File: src/rtl/cache_rd_pkg.sv
// Shared types and constants for the cache read-stream sequencer.
// The counter width is one bit wider than the address, so a full-RAM burst still fits.
package cache_rd_pkg;

    typedef enum logic [1:0] {
        IDLE = 2'd0,
        RUN  = 2'd1,
        DONE = 2'd2
    } state_t;

    localparam int BUF_DEPTH      = 2;
    localparam int DEF_ADDR_WIDTH = 10;

    function automatic int cnt_width(input int addr_width);
        return addr_width + 1;
    endfunction

    localparam int DEF_CNT_WIDTH = cnt_width(DEF_ADDR_WIDTH);

endpackage

File: src/rtl/rd_skid_fifo.sv
// Two-entry synchronous FIFO that absorbs consumer backpressure behind the RAM.
// The head word comes straight from a storage register, so stream data is registered.
module rd_skid_fifo
    import cache_rd_pkg::*;
#(
    parameter int DATA_WIDTH = 32
) (
    input  logic                  clk,
    input  logic                  rst,
    input  logic                  push,
    input  logic [DATA_WIDTH-1:0] push_data,
    input  logic                  pop,
    output logic [DATA_WIDTH-1:0] head,
    output logic [1:0]            count
);

    logic [DATA_WIDTH-1:0] mem_r [BUF_DEPTH];
    logic                  wr_ptr_r;
    logic                  rd_ptr_r;
    logic [1:0]            count_r;

    // Storage, pointers and occupancy; a push and a pop in one cycle are both honoured.
    always_ff @(posedge clk or posedge rst) begin
        if (rst) begin
            for (int i = 0; i < BUF_DEPTH; i++) begin
                mem_r[i] <= '0;
            end
            wr_ptr_r <= 1'b0;
            rd_ptr_r <= 1'b0;
            count_r  <= 2'd0;
        end else begin
            if (push) begin
                mem_r[wr_ptr_r] <= push_data;
                wr_ptr_r        <= ~wr_ptr_r;
            end
            if (pop) begin
                rd_ptr_r <= ~rd_ptr_r;
            end
            case ({push, pop})
                2'b10:   count_r <= count_r + 2'd1;
                2'b01:   count_r <= count_r - 2'd1;
                default: count_r <= count_r;
            endcase
        end
    end

    assign head  = mem_r[rd_ptr_r];
    assign count = count_r;

endmodule

File: src/rtl/cache_rd_stream.sv
// Burst read sequencer: walks consecutive RAM addresses, hides the 1-cycle read
// latency and delivers the words as a valid/ready stream through a 2-entry buffer.
module cache_rd_stream
    import cache_rd_pkg::*;
#(
    parameter int DATA_WIDTH = 32,
    parameter int ADDR_WIDTH = 10
) (
    input  logic                  clk,
    input  logic                  rst,
    input  logic                  start,
    input  logic [ADDR_WIDTH-1:0] base_addr,
    input  logic [ADDR_WIDTH:0]   length,
    output logic                  busy,
    output logic                  done,
    output logic [ADDR_WIDTH-1:0] addrb,
    input  logic [DATA_WIDTH-1:0] doutb,
    output logic [DATA_WIDTH-1:0] m_data,
    output logic                  m_valid,
    input  logic                  m_ready
);

    localparam int CW = cnt_width(ADDR_WIDTH);
    localparam logic [CW-1:0]         CNT_ONE  = {{(CW-1){1'b0}}, 1'b1};
    localparam logic [ADDR_WIDTH-1:0] ADDR_ONE = {{(ADDR_WIDTH-1){1'b0}}, 1'b1};

    state_t                state_r;
    state_t                state_nx;
    logic [CW-1:0]         len_r;
    logic [CW-1:0]         issued_r;
    logic [CW-1:0]         delivered_r;
    logic [ADDR_WIDTH-1:0] addrb_r;
    logic                  pending_r;
    logic [1:0]            buf_count_s;
    logic                  pop_s;
    logic [2:0]            occ_s;
    logic                  issue_s;
    logic [CW-1:0]         issued_inc_s;
    logic [CW-1:0]         delivered_nx_s;

    rd_skid_fifo #(
        .DATA_WIDTH (DATA_WIDTH)
    ) u_buf (
        .clk       (clk),
        .rst       (rst),
        .push      (pending_r),
        .push_data (doutb),
        .pop       (pop_s),
        .head      (m_data),
        .count     (buf_count_s)
    );

    // Credit check: the word read now must still find room once the in-flight one lands.
    always_comb begin
        pop_s          = m_valid & m_ready;
        occ_s          = {1'b0, buf_count_s} + {2'b00, pending_r} - {2'b00, pop_s};
        issued_inc_s   = issued_r + CNT_ONE;
        delivered_nx_s = delivered_r + {{(CW-1){1'b0}}, pop_s};
        if ((state_r == RUN) && (issued_r < len_r) && (occ_s < 3'd2)) begin
            issue_s = 1'b1;
        end else begin
            issue_s = 1'b0;
        end
    end

    // State register.
    always_ff @(posedge clk or posedge rst) begin
        if (rst) begin
            state_r <= IDLE;
        end else begin
            state_r <= state_nx;
        end
    end

    // Next-state logic; RUN ends on the edge where the final word handshakes.
    always_comb begin
        state_nx = state_r;
        case (state_r)
            IDLE: begin
                if (start) begin
                    state_nx = (length == '0) ? DONE : RUN;
                end else begin
                    state_nx = IDLE;
                end
            end
            RUN: begin
                if (delivered_nx_s == len_r) begin
                    state_nx = DONE;
                end else begin
                    state_nx = RUN;
                end
            end
            DONE:    state_nx = IDLE;
            default: state_nx = IDLE;
        endcase
    end

    // Outputs decoded from the state register.
    always_comb begin
        busy    = (state_r != IDLE);
        done    = (state_r == DONE);
        m_valid = (buf_count_s != 2'd0);
        addrb   = addrb_r;
    end

    // Burst bookkeeping; addrb always shows the address of the next (or last) read.
    always_ff @(posedge clk or posedge rst) begin
        if (rst) begin
            len_r       <= '0;
            issued_r    <= '0;
            delivered_r <= '0;
            addrb_r     <= '0;
            pending_r   <= 1'b0;
        end else begin
            pending_r <= issue_s;
            if ((state_r == IDLE) && start) begin
                len_r       <= length;
                issued_r    <= '0;
                delivered_r <= '0;
                if (length != '0) begin
                    addrb_r <= base_addr;
                end
            end else begin
                if (issue_s) begin
                    issued_r <= issued_inc_s;
                    if (issued_inc_s < len_r) begin
                        addrb_r <= addrb_r + ADDR_ONE;
                    end
                end
                if (pop_s) begin
                    delivered_r <= delivered_nx_s;
                end
            end
        end
    end

endmodule

File: config.mk
export PLATFORM = sky130hd
export DESIGN_NAME = cache_rd_stream
export DESIGN_NICKNAME = d
export VERILOG_FILES = /design/src/rtl/cache_rd_pkg.sv /design/src/rtl/rd_skid_fifo.sv /design/src/rtl/cache_rd_stream.sv
export SDC_FILE = /design/constraint.sdc
export NUM_CORES = 1
export LEC_CHECK = 0
export CORE_ASPECT_RATIO = 1.25
export CORE_MARGIN = 2
export CORE_UTILIZATION = 58
export DETAILED_ROUTE_END_ITERATION = 16
export PLACE_DENSITY_LB_ADDON = 0.15
export SYNTH_ARGS = -nofsm -noshare
export SYNTH_HDL_FRONTEND = slang
export SYNTH_HIERARCHICAL = 1
export SYNTH_SLANG_ARGS = --single-unit
File: constraint.sdc
create_clock -name clk -period 5.7 [get_ports clk]
set_input_delay 0.855 -clock clk [delete_from_list [all_inputs] [get_ports clk]]
set_output_delay 0.855 -clock clk [all_outputs]
set_load 0.02 [all_outputs]
======== Word-level counts from Yosys, hierarchy flattened ========
Cells that the tools add are included.
Widths: inputs -> output; s select.
word-level totals
  logic and storage cells ................. 69
  output and inout port bits .............. 45
  bits of input ports ..................... 57
  register bits ........................... 114
cells by class
  muxes and demuxes ....................... 20
  $lt $le $gt $ge ......................... 6
  $add $sub $neg .......................... 7
  equality and inequality tests ........... 6
  bitwise gates (word level) .............. 5
  reductions and logical operators ........ 14
operators by type and width
  cell                   count
  $mux 32                4
  $bwmux 64              1
  $mux 11                4
  $mux 10                4
  $demux 32 s1           1
  $lt 11x11->1           2
  $reduce_bool 2->1      6
  $add 11x1->11          1
  $add 11x1->11 const B  1
  $eq 11x11->1           1
  $logic_not 11->1       1
  $reduce_bool 11->1     1
  $add 10x1->10 const B  1
  $pmux 2 s2             2
  $mux 2                 3
  $eq 2x1->1 const B     2
  $eq 2x2->1 const B     2
  $ge 2x2->1 const B     2
  $logic_and 1x1->1      4
  $not 1->2              2
  $add 2x1->3            1
  $lt 3x2->1 const B     1
  $reduce_and 3->1       1
  $sub 3x1->3            1
  other kinds (8)        9

======== Longest topological paths before layout ========
Gate-level depths: netlist of run 1.
  word-level depth ........................ 8
  gate-level depth with buffers ........... 15
  gate-level depth less buffers ........... 14

======== By module ========
Netlist of run 1, hierarchy kept.
modules (own cells, without submodules)
  module           cells each  sequential area each (um^2)  area an instance (um^2)  times used
  cache_rd_stream  368         1151.1                       3265.6                   1
  rd_skid_fifo     186         1701.6                       2981.6                   1

======== Least setup slack after synthesis of run 1 ========
No wires, ideal clock.
  kind .................................... input to register
  start ................................... in m_ready
  end ..................................... reg issued_r[10]
  setup time .............................. 0.118 ns
  arrival ................................. 3.083 ns
  path slack .............................. 2.499 ns
  data required time ...................... 5.582 ns
  path buffers ............................ 0
  stages on the path ...................... 11
  cells stage by stage .................... nand2_1 -> inv_1 -> ha_1 -> nor2b_1 -> fa_1 -> nor3_1 -> o2111ai_1 -> o21bai_4 -> inv_6 -> mux2_2 -> a21o_1
on the way
  word-level cells in the longest chain between the ends .. 6
RTL lines
  item                                RTL line                RTL
  start: declaration                  cache_rd_stream.sv:20   input logic m_ready
  $and 1x1->1                         cache_rd_stream.sv:55   pop_s = m_valid & m_ready;
  named net pop_s                     cache_rd_stream.sv:35   logic pop_s;
  $sub 3x1->3                         cache_rd_stream.sv:56   occ_s = {1'b0, buf_count_s} + {2'b00, pending_r} - {2'b00, pop_s};
  $lt 3x2->1                          cache_rd_stream.sv:59   if ((state_r == RUN) && (issued_r < len_r) && (occ_s < 3'd2)) begin
  $logic_and 1x1->1                   cache_rd_stream.sv:59
  $mux 1                              cache_rd_stream.sv:59
  $reduce_bool 2->1 (no source line)  --
  end signal: assignment              cache_rd_stream.sv:125  issued_r <= issued_inc_s;
  end: declaration                    cache_rd_stream.sv:30   logic [CW-1:0] issued_r;
The timed path passes the listed nets, and every way through them passes these cells.
A chain may end at the register's enable or synchronous reset.

======== Worst setup path after layout of run 1 ========
  start ................................... in m_ready
  end ..................................... reg issued_r[9]
Same word-level chain as after synthesis.

==> out/qor.yml, run 1 <==
synthesis:
  synthSimpleGateAreaFrac: 0.114
  synth_xor_area_frac: 0.0477
  synth-compound-area-share: 0.0917
  synth_adder_area_share: 0.0573
  yosys_warnings: 6
  seq_area_frac_synth: 0.457
  ys_async_sr_fraction: 1.00
  synth_cell_types: 60
  synthMuxAreaShare: 0.190
  synth.avg_cell_area_um2: 11.3
  ys_ff_latch: 114
  synth_cells: 554
  synth_edf_count: 0
  syn_area_mm2: 0.00625
  synth_top_family_by_area: "multiplexers"
  syn-num-nets: 639
  synth_ff_type: "dfrtp_1"
place:
  dpl_cell_area_mm2: 0.00728
  port_buffers: 101
  place_congestion: 0.895
  hpwl_mm: 9.71
sta:
  timing.final.crit_share: 0.660
  slew_viol_final: 0
  tightest_slew_ns: 0.842
  timing.fmax_mhz: 266
  post-route-min-period_ns: 3.76
  clock-skew-final_ns: 0.00958
  slew-limit-headroom: 0.439
  tns_ns: 0
  setup_viol: 0
  rsz0062_at_grt: "no"
  finalHoldViolations: 0
global_route:
  antenna_found_initial: 0
  grt_pass1_vias: 4808
  grt_max_degree: 69
  gr-total-overflow: 0
  grt_pass1_wl_mm: 23.8
  grt_util_all_layers: 0.255
floorplan:
  dieArea_mm2: 0.0116
  num_io_pins: 102
  rows: 42
  die_h_um: 120
  core_area_mm2: 0.0106
  start_util: 0.591
  die_w_um: 96.8
flow_run:
  maxCapViolCount: 0
worst_setup_path:
  path_class: "in -> reg"
  required_ns: 6.00
  cp_data_arrival_time_ns: 4.06
  end_kind: "flop"
  start_kind: "input port"
  reg2reg_setup_slack_ns: 2.17
  crit_fanout: 19
  r2r_cells: 13
layout:
  final_layout_size_suffix_gt1_frac: 0.223
  final_area_mm2: 0.00793
  syn_to_final_growth_pct: 26.9
  nNetsFinal: 737
  n_antenna_cell: 0
worst_hold_path:
  hold_depth: 1
  hold_path.class: "reg -> reg"
detailed_routing:
  drt_iter0_drc: 257
  drc: 0
  antenna_left: 0
  firstDrtPassIters: 5
  viasPerCell: 5.85
  vias: 4664
  wl_per_cell_um: 17.8
  drt-total-wl_mm: 14.2
cts:
  clk_path_buf_depth: 2
  numCtsBuffers: 17
  cts.sinks: 114
  cts-resized-gates: 0
  cts_tree: "done"
  cts_hold_buf: 0
  post-cts-setup-buffers: 0
  clockRootBuffer: "clkbuf_16"
  insertion_delay_ns: 0.41
  htree_num_levels: 4
  path_clk_slew_ns: 0.06
power_and_ir_drop:
  p_per_area_mw_per_mm2: 609
  irDropWorstVdd_v: 0.000350
  p_leak_nw: 3.51
status:
  status: "completed"
## report_power, final
part / switching (mW) / internal, mW
Clock: 0.391 / 0.748
Combinational: 1.14 / 1.15
Sequential: 0.241 / 1.16
## flip-flops by register name, indices dropped and copies added (netlist names)
signal	count
u_buf/mem_r	64
delivered_r	11
issued_r	11
len_r	11
addrb	10
state_r	2
u_buf/count	2
pending_r	1
u_buf/rd_ptr_r	1
u_buf/wr_ptr_r	1
## layout make-up
cell class	instances	area, um2
clock inverter	14	204
sequential	114	2850
inverter	20	80.1
clock buffer	18	439
timing repair buffer	107	1060
fill	718	2640
tap	132	165
multi-input combinational	392	3130
## per-stage QoR
step	utilization	cells	hold WS (ns)	power [mW]	setup WS (ns)
after floorplan	-	554	0.452	2.96	2.50
after global placement	0.689	765	0.457	3.57	1.70
after detailed placement	0.689	765	0.460	3.67	1.52
after CTS	0.750	797	0.480	4.85	1.96
after global routing	0.750	797	0.502	5.10	1.82
final	0.750	797	0.476	4.83	1.94
## critical path, cell delays in order
cell and delay [ns]:
clkdlybuf4s50_1 0.45, nand2_1 0.15, inv_1 0.30, ha_1 0.30
nor2b_1 0.16, fa_1 0.44, nor3_1 0.21, o2111ai_1 0.12
o21bai_4 0.32, inv_6 0.21, mux2_2 0.36, a21o_1 0.18
## metal layers
layer / track usage / up-vias / part of all wire
li1: - / 2179 / -
met1: 0.314 / 2310 / 0.43
met2: 0.440 / 148 / 0.51
met3: 0.0553 / 27 / 0.039
met4: 0.0951 / 0 / 0.020
met5: 0 / - / 0
## cells in the final DEF, fill, tap and decap left out, types with 2 or more instances in the layout
master	instances
dfrtp_1	114
clkdlybuf4s50_1	101
mux2_2	93
nand2_1	48
ha_1	27
a21oi_1	22
nor2_1	19
nand3_1	19
o21ai_0	19
xor2_1	19
inv_1	18
clkbuf_16	17
xnor2_1	15
o211ai_1	12
and3_1	10
a21o_1	10
nor3_1	10
mux2_4	8
buf_4	6
nand4_1	5
clkinv_4	5
nor2b_1	4
nor4_1	4
a211oi_1	4
nor3b_1	4
or3_1	4
bufinv_16	4
inv_6	3
a31oi_1	3
and4_1	3
clkinvlp_4	3
and2_1	2
mux2i_1	2
o31ai_1	2
## cells by family (layout without fill, tap and decap cells)
family                   Yosys count  count (layout)
adder cells (fa/ha/maj)           28              28
multiplexers                     103             103
XOR/XNOR                          34              34
AND/OR/NAND/NOR                  141             141
flip-flops                       114             114
AO/OA/AOI/OAI                     86              86
buffers and inverters             48             159
## worst paths after layout
kind / to / startpoint
worst max-delay path: issued_r[9] / m_ready
worst min-delay path: u_buf/rd_ptr_r / u_buf/rd_ptr_r
worst max register to register: issued_r[9] / u_buf/count[1]
worst min register to register: u_buf/rd_ptr_r / u_buf/rd_ptr_r
max in group asynchronous: u_buf/mem_r[60] / rst
min in group asynchronous: addrb[9] / rst
## synth_stat cells, drive strengths merged, types with 2 or more instances
| cell | n | share of area |
|---|---|---|
| buf | 19 | 0.024 |
| clkbuf | 9 | 0.0056 |
| nor3b | 4 | 0.0048 |
| a31oi | 4 | 0.0050 |
| and3 | 10 | 0.010 |
| and4 | 3 | 0.0042 |
| nand4 | 5 | 0.0050 |
| nor3 | 10 | 0.0080 |
| or3 | 4 | 0.0040 |
| nor2 | 19 | 0.011 |
| and2 | 3 | 0.0030 |
| o211ai | 12 | 0.014 |
| mux2 | 101 | 0.19 |
| a21oi | 22 | 0.018 |
| nor2b | 4 | 0.0040 |
| nand2 | 49 | 0.030 |
| o31ai | 2 | 0.0024 |
| a211oi | 4 | 0.0048 |
| o21ai | 21 | 0.017 |
| nand3 | 20 | 0.018 |
| xnor2 | 15 | 0.021 |
| nor4 | 4 | 0.0040 |
| mux2i | 2 | 0.0032 |
| xor2 | 19 | 0.027 |
| inv | 20 | 0.013 |
| ha | 27 | 0.054 |
| dfrtp | 114 | 0.46 |
| a21o | 10 | 0.012 |
Power figures use the tool's default switching activity.
==> run 2, diff against run 1 <==
--- a/config.mk
+++ b/config.mk
@@ -7,7 +7,7 @@
 export LEC_CHECK = 0
 export CORE_ASPECT_RATIO = 1.25
 export CORE_MARGIN = 2
-export CORE_UTILIZATION = 58
+export CORE_UTILIZATION = 49
 export DETAILED_ROUTE_END_ITERATION = 16
 export PLACE_DENSITY_LB_ADDON = 0.15
 export SYNTH_ARGS = -nofsm -noshare
==> constraint.sdc (replaced) <==
create_clock -name clk -period 3.4 [get_ports clk]
set_input_delay 0.51 -clock clk [delete_from_list [all_inputs] [get_ports clk]]
set_output_delay 0.51 -clock clk [all_outputs]
set_load 0.02 [all_outputs]
==> run 2 against run 1 <==
  * Worst hold slack worse by 0.0034 ns
  * Non-clock buffer count is 7 higher
  * Core utilization is 11 points lower
  * Die area is 18% higher
  * Clock power is 67% higher
  * Sequential share of layout area is 0.41 points lower
  * Routed wire length is 1.2% lower
  * Setup slack worse by 1.7 ns
  * Cell area is 1.2% higher
==> out/qor.yml, run 2 (synthesis gave the netlist of run 1 again) <==
worst_setup_path:
  reg2reg_from: "issued_r[1]"
  path_class: "reg -> reg"
  r2r_cells: 13
  cp_data_arrival_time_ns: 3.44
  required_ns: 3.69
  start_kind: "flop"
  timing.rr.end: "addrb[1]"
  reg2reg_setup_slack_ns: 0.25
  end_kind: "flop"
  crit_fanout: 8
cts:
  clockRootBuffer: "clkbuf_16"
  cts_tree: "done"
  htree_num_levels: 4
  cts.sinks: 114
  clk_path_buf_depth: 2
  path_clk_slew_ns: 0.06
  post-cts-setup-buffers: 0
  cts-resized-gates: 0
  cts_hold_buf: 0
  numCtsBuffers: 17
  insertion_delay_ns: 0.41
layout:
  multiInputGateArea_mm2: 0.00313
  ff_latch_area_mm2: 0.00285
  n_antenna_cell: 0
  fillers: 1071
  final_area_mm2: 0.00802
  nNetsFinal: 744
  largest_reg_flops: 64
  final_layout_size_suffix_gt1_frac: 0.234
  final_util: 0.639
  final_cell_mix: "dfrtp_1 (113), clkdlybuf4s50_1 (101), mux2_2 (93)"
  layout_commonest_cell: "dfrtp_1"
  syn_to_final_growth_pct: 28.4
  max_flop_register: "u_buf/mem_r"
global_route:
  grt_util_all_layers: 0.213
  grt_pass1_vias: 4764
  antenna_found_initial: 0
  grt_pass1_wl_mm: 23.0
  grt_max_degree: 33
  gr-total-overflow: 0
place:
  port_buffers: 101
  hpwl_mm: 9.97
  post-place-ws_ns: 0.113
  dpl_cell_area_mm2: 0.00738
  place_congestion: 0.844
floorplan:
  die_w_um: 105
  core_area_mm2: 0.0125
  num_io_pins: 102
  rows: 46
  die_h_um: 130
  dieArea_mm2: 0.0137
  start_util: 0.498
worst_hold_path:
  hold_path.class: "in -> async"
sta:
  tns_ns: 0
  slew_viol_final: 0
  setup_viol: 0
  slew-limit-headroom: 0.374
  fin_ws_ns: 0.253
  tightest_slew_ns: 0.939
  rsz0062_at_grt: "no"
  timing.final.crit_share: 0.925
  post-route-min-period_ns: 3.15
  clock-skew-final_ns: 0.00937
  finalHoldViolations: 0
  timing.fmax_mhz: 318
detailed_routing:
  drt-total-wl_mm: 14.0
  firstDrtPassIters: 4
  vias: 4611
  wl_per_cell_um: 16.7
  antenna_left: 0
  drc: 0
  drt_iter0_drc: 153
  viasPerCell: 5.49
power_and_ir_drop:
  p_leak_nw: 3.55
  p_per_area_mw_per_mm2: 1020
  irDropWorstVdd_v: 0.000448
status:
  status: "completed"
flow_run:
  maxCapViolCount: 0
-- run 2: cell count changes in the layout (fill, tap and decap cells not counted), sizes merged --
cell      change
buf           +7
clkinvlp      -2
clkinv        +1
inv           +1
-- run 2: report_power, final --
part / switching (mW) / internal, mW
Combinational: 1.90 / 2.02
Clock: 0.660 / 1.24
Sequential: 0.382 / 1.94
-- run 2: worst max-delay path by stage --
| stage | cells past startpoint | to | start | slack, ns |
|---|---|---|---|---|
| 3_5_place_dp | 12 | issued_r[9] | m_ready | 0.11 |
| 3_3_place_gp | 12 | issued_r[10] | m_ready | 0.14 |
| 4_1_cts | 12 | addrb[5] | issued_r[0] | 0.11 |
| 5_1_grt | 13 | addrb[1] | issued_r[1] | 0.004 |
| 6_report | 13 | addrb[1] | issued_r[1] | 0.25 |
| 2_1_floorplan | 13 | issued_r[10] | u_buf/count[1] | 0.35 |
-- run 2: per-stage QoR --
| stage | hold slack (ns) | total power, mW | std cells |
|---|---|---|---|
| after floorplan | 0.452 | 4.96 | 554 |
| after global placement | 0.456 | 6.12 | 808 |
| after detailed placement | 0.461 | 6.27 | 808 |
| after CTS | 0.466 | 8.20 | 840 |
| after global routing | 0.495 | 8.64 | 840 |
| final | 0.473 | 8.14 | 840 |
-- run 2: per-layer routing --
| layer | global-route usage | up-vias | wire (um) |
|---|---|---|---|
| li1 | - | 2196 | - |
| met1 | 0.244 | 2290 | 5920 |
| met2 | 0.389 | 102 | 7360 |
| met3 | 0.0435 | 23 | 480 |
| met4 | 0.0863 | 0 | 279 |
| met5 | 0 | - | 0 |
-- run 2: layout make-up --
type                            instances  area share
Tap cell                              168      0.0262
Clock inverter                         14      0.0253
Clock buffer                           18      0.0535
Inverter                               20     0.00999
Sequential cell                       114       0.356
Multi-Input combinational cell        392       0.391
Timing Repair Buffer                  114       0.138
-- run 2: critical path, stage by stage (launching register included) --
cell	delay [ns]
dfrtp_1	0.41
ha_1	0.23
nand2_1	0.07
nor2_1	0.16
and3_1	0.26
nand3_1	0.15
xnor2_1	0.16
ha_1	0.31
a21oi_1	0.16
o21a_1	0.13
o31ai_1	0.10
or2_2	0.38
o21ai_2	0.18
mux2_2	0.35
==> run 3, diff against run 2 <==
--- a/config.mk
+++ b/config.mk
@@ -10,6 +10,7 @@
 export CORE_UTILIZATION = 49
 export DETAILED_ROUTE_END_ITERATION = 16
 export PLACE_DENSITY_LB_ADDON = 0.15
+export RECOVER_POWER = 100
 export SYNTH_ARGS = -nofsm -noshare
 export SYNTH_HDL_FRONTEND = slang
 export SYNTH_HIERARCHICAL = 1
==> run 3 against run 2 <==
  * The flow now finishes with violations (max-capacitance violations, max-slew violations)
  * Sequential power about the same
  * Clock skew increased by 0.0017 ns
  * Worst hold slack better by 0.0054 ns
  * Routed wire length decreased by 0.42%
  * Total power fell by 3.0%
  * Die area did not move
  * Clock power hardly changed
  * Register-to-register slack about the same
  * Setup slack about the same
  * Sequential cell count unchanged
  * Largest cell class unchanged
  * Largest power group unchanged
  * Highest routed layer unchanged
==> out/qor.yml, run 3 (synthesis gave the netlist of run 1 again) <==
worst_setup_path:
  worst-path-buf-inv: 0
  required_ns: 3.69
  path_class: "reg -> reg"
  start_kind: "flop"
  cp_cell_sequence: "ha_1 > nand2_1 > nor2_1 > and3_1 > nand3_1 > xnor2_1 > ha_1 > a21oi_1 > o21a_1 > o31ai_1 > or2_2 > o21ai_2 > mux2_2"
  critPathMaxStageDelay_ns: 0.41
  crit_fanout: 8
  cp_data_arrival_time_ns: 3.43
  critical_path.top_delay_family: "simple AND/OR/NAND/NOR gates"
  critical-path-slowest-cell: "dfrtp_1"
  end_kind: "flop"
  cpMostUsedCell: "ha_1"
sta:
  clock-skew-final_ns: 0.0111
  tightest_slew_ns: 1.93
  slew-limit-headroom: -0.285
  finalHoldViolations: 0
  timing.fmax_mhz: 318
  rsz0062_at_grt: "no"
  fin_ws_ns: 0.253
  setup_viol: 0
  slew_viol_final: 66
  post-route-min-period_ns: 3.15
  timing.final.crit_share: 0.926
  tns_ns: 0
global_route:
  gr-usage-met2: 0.389
  met3_usage: 0.0435
  antenna_found_initial: 0
  met1_usage: 0.244
  grt_max_degree: 33
  grt_util_all_layers: 0.213
  gr-total-overflow: 0
  grt_pass1_wl_mm: 23.0
  grt_most_used_layer: "met2"
  grt_pass1_vias: 4764
layout:
  max_flop_register: "u_buf/mem_r"
  final_layout_size_suffix_gt1_frac: 0.205
  largest_reg_flops: 64
  syn_to_final_growth_pct: 27.1
  fillers: 1082
  layout_commonest_cell: "dfrtp_1"
  n_antenna_cell: 0
  final_area_mm2: 0.00794
  final_util: 0.633
  final_cell_mix: "dfrtp_1 (113), mux2_2 (93), clkdlybuf4s50_1 (56)"
  nNetsFinal: 744
power_and_ir_drop:
  irDropWorstVdd_v: 0.000447
  p_leak_nw: 3.47
  p_per_area_mw_per_mm2: 994
place:
  hpwl_mm: 9.97
  dpl_cell_area_mm2: 0.00738
  port_buffers: 101
  post-place-ws_ns: 0.113
  place_congestion: 0.844
worst_hold_path:
  hold_path.class: "reg -> reg"
detailed_routing:
  wl_per_cell_um: 16.7
  drt-total-wl_mm: 14.0
  viasPerCell: 5.50
  drc: 0
  antenna_left: 0
  firstDrtPassIters: 4
  vias: 4622
  drt_iter0_drc: 156
floorplan:
  core_area_mm2: 0.0125
  start_util: 0.498
  die_h_um: 130
  rows: 46
  die_w_um: 105
  num_io_pins: 102
  dieArea_mm2: 0.0137
cts:
  numCtsBuffers: 17
  insertion_delay_ns: 0.41
  clk_path_buf_depth: 2
  clockRootBuffer: "clkbuf_16"
  htree_num_levels: 4
  cts_tree: "done"
  path_clk_slew_ns: 0.06
  cts.sinks: 114
status:
  violations: "max-capacitance violations, max-slew violations"
  status: "finished, violations left"
flow_run:
  maxCapViolCount: 2
==> run 3: cell count changes in the layout (fill, tap and decap cells not counted), sizes merged <==
| cell | change |
|---|---|
| clkdlybuf4s50 | -45 |
| buf | -10 |
| dlygate4sd3 | +45 |
| clkbuf | +10 |
==> run 3: worst register-to-register path: cells and delay by family, from the launching register on <==
| kind | cells | cell delay, ns |
|---|---|---|
| AOI/OAI and AO/OA | 4 | 0.57 |
| xor gates and xnor gates | 1 | 0.16 |
| adders and majority gates | 2 | 0.54 |
| DFF | 1 | 0.41 |
| muxes | 1 | 0.35 |
| and+or+nand+nor | 5 | 1.02 |
==> run 3: final timing paths <==
check,startpoint,end,slack [ns],depth (start not counted)
setup / recovery,issued_r[1],addrb[1],0.25,13
hold / removal,u_buf/rd_ptr_r,u_buf/rd_ptr_r,0.48,1
setup reg to reg,issued_r[1],addrb[1],0.25,13
hold reg to reg,u_buf/rd_ptr_r,u_buf/rd_ptr_r,0.48,1
max in group asynchronous,rst,u_buf/mem_r[6],0.99,3
min in group asynchronous,rst,len_r[9],0.66,2
==> run 3: area by class of cell <==
| cell class | count | area (um2) | area share |
|---|---|---|---|
| Inverter | 20 | 80.1 | 0.0101 |
| Multi-Input combinational cell | 392 | 3090 | 0.390 |
| Timing Repair Buffer | 114 | 1070 | 0.135 |
| Tap cell | 168 | 210 | 0.0265 |
| Clock inverter | 14 | 203 | 0.0255 |
| Sequential cell | 114 | 2850 | 0.359 |
| Clock buffer | 18 | 429 | 0.0540 |
==> run 3: routing by layer <==
metal / share of wire / vias up / wire, um
li1: - / 2192 / -
met1: 0.42 / 2296 / 5830
met2: 0.53 / 114 / 7400
met3: 0.037 / 20 / 518
met4: 0.017 / 0 / 241
met5: 0 / - / 0
==> run 3: power by group <==
part / total, mW / leakage (nW) / internal, mW / switching (mW)
Combinational: 3.68 / 1.79 / 1.81 / 1.87
Sequential: 2.32 / 1.37 / 1.94 / 0.378
Clock: 1.90 / 0.306 / 1.24 / 0.659
==> run 3: per-stage QoR <==
step	total power [mW]	hold WS, ns	std cells
finish	7.90	0.478	840
global route	8.40	0.495	840
CTS	8.20	0.466	840
detailed placement	6.27	0.461	808
global placement	6.12	0.456	808
floorplan	4.96	0.452	554
==> run 3: timing repair <==
action	CTS	global route
resized for setup	0	2
setup endpoints to repair	0	9
hold buffers	0	0
setup buffers	0	0
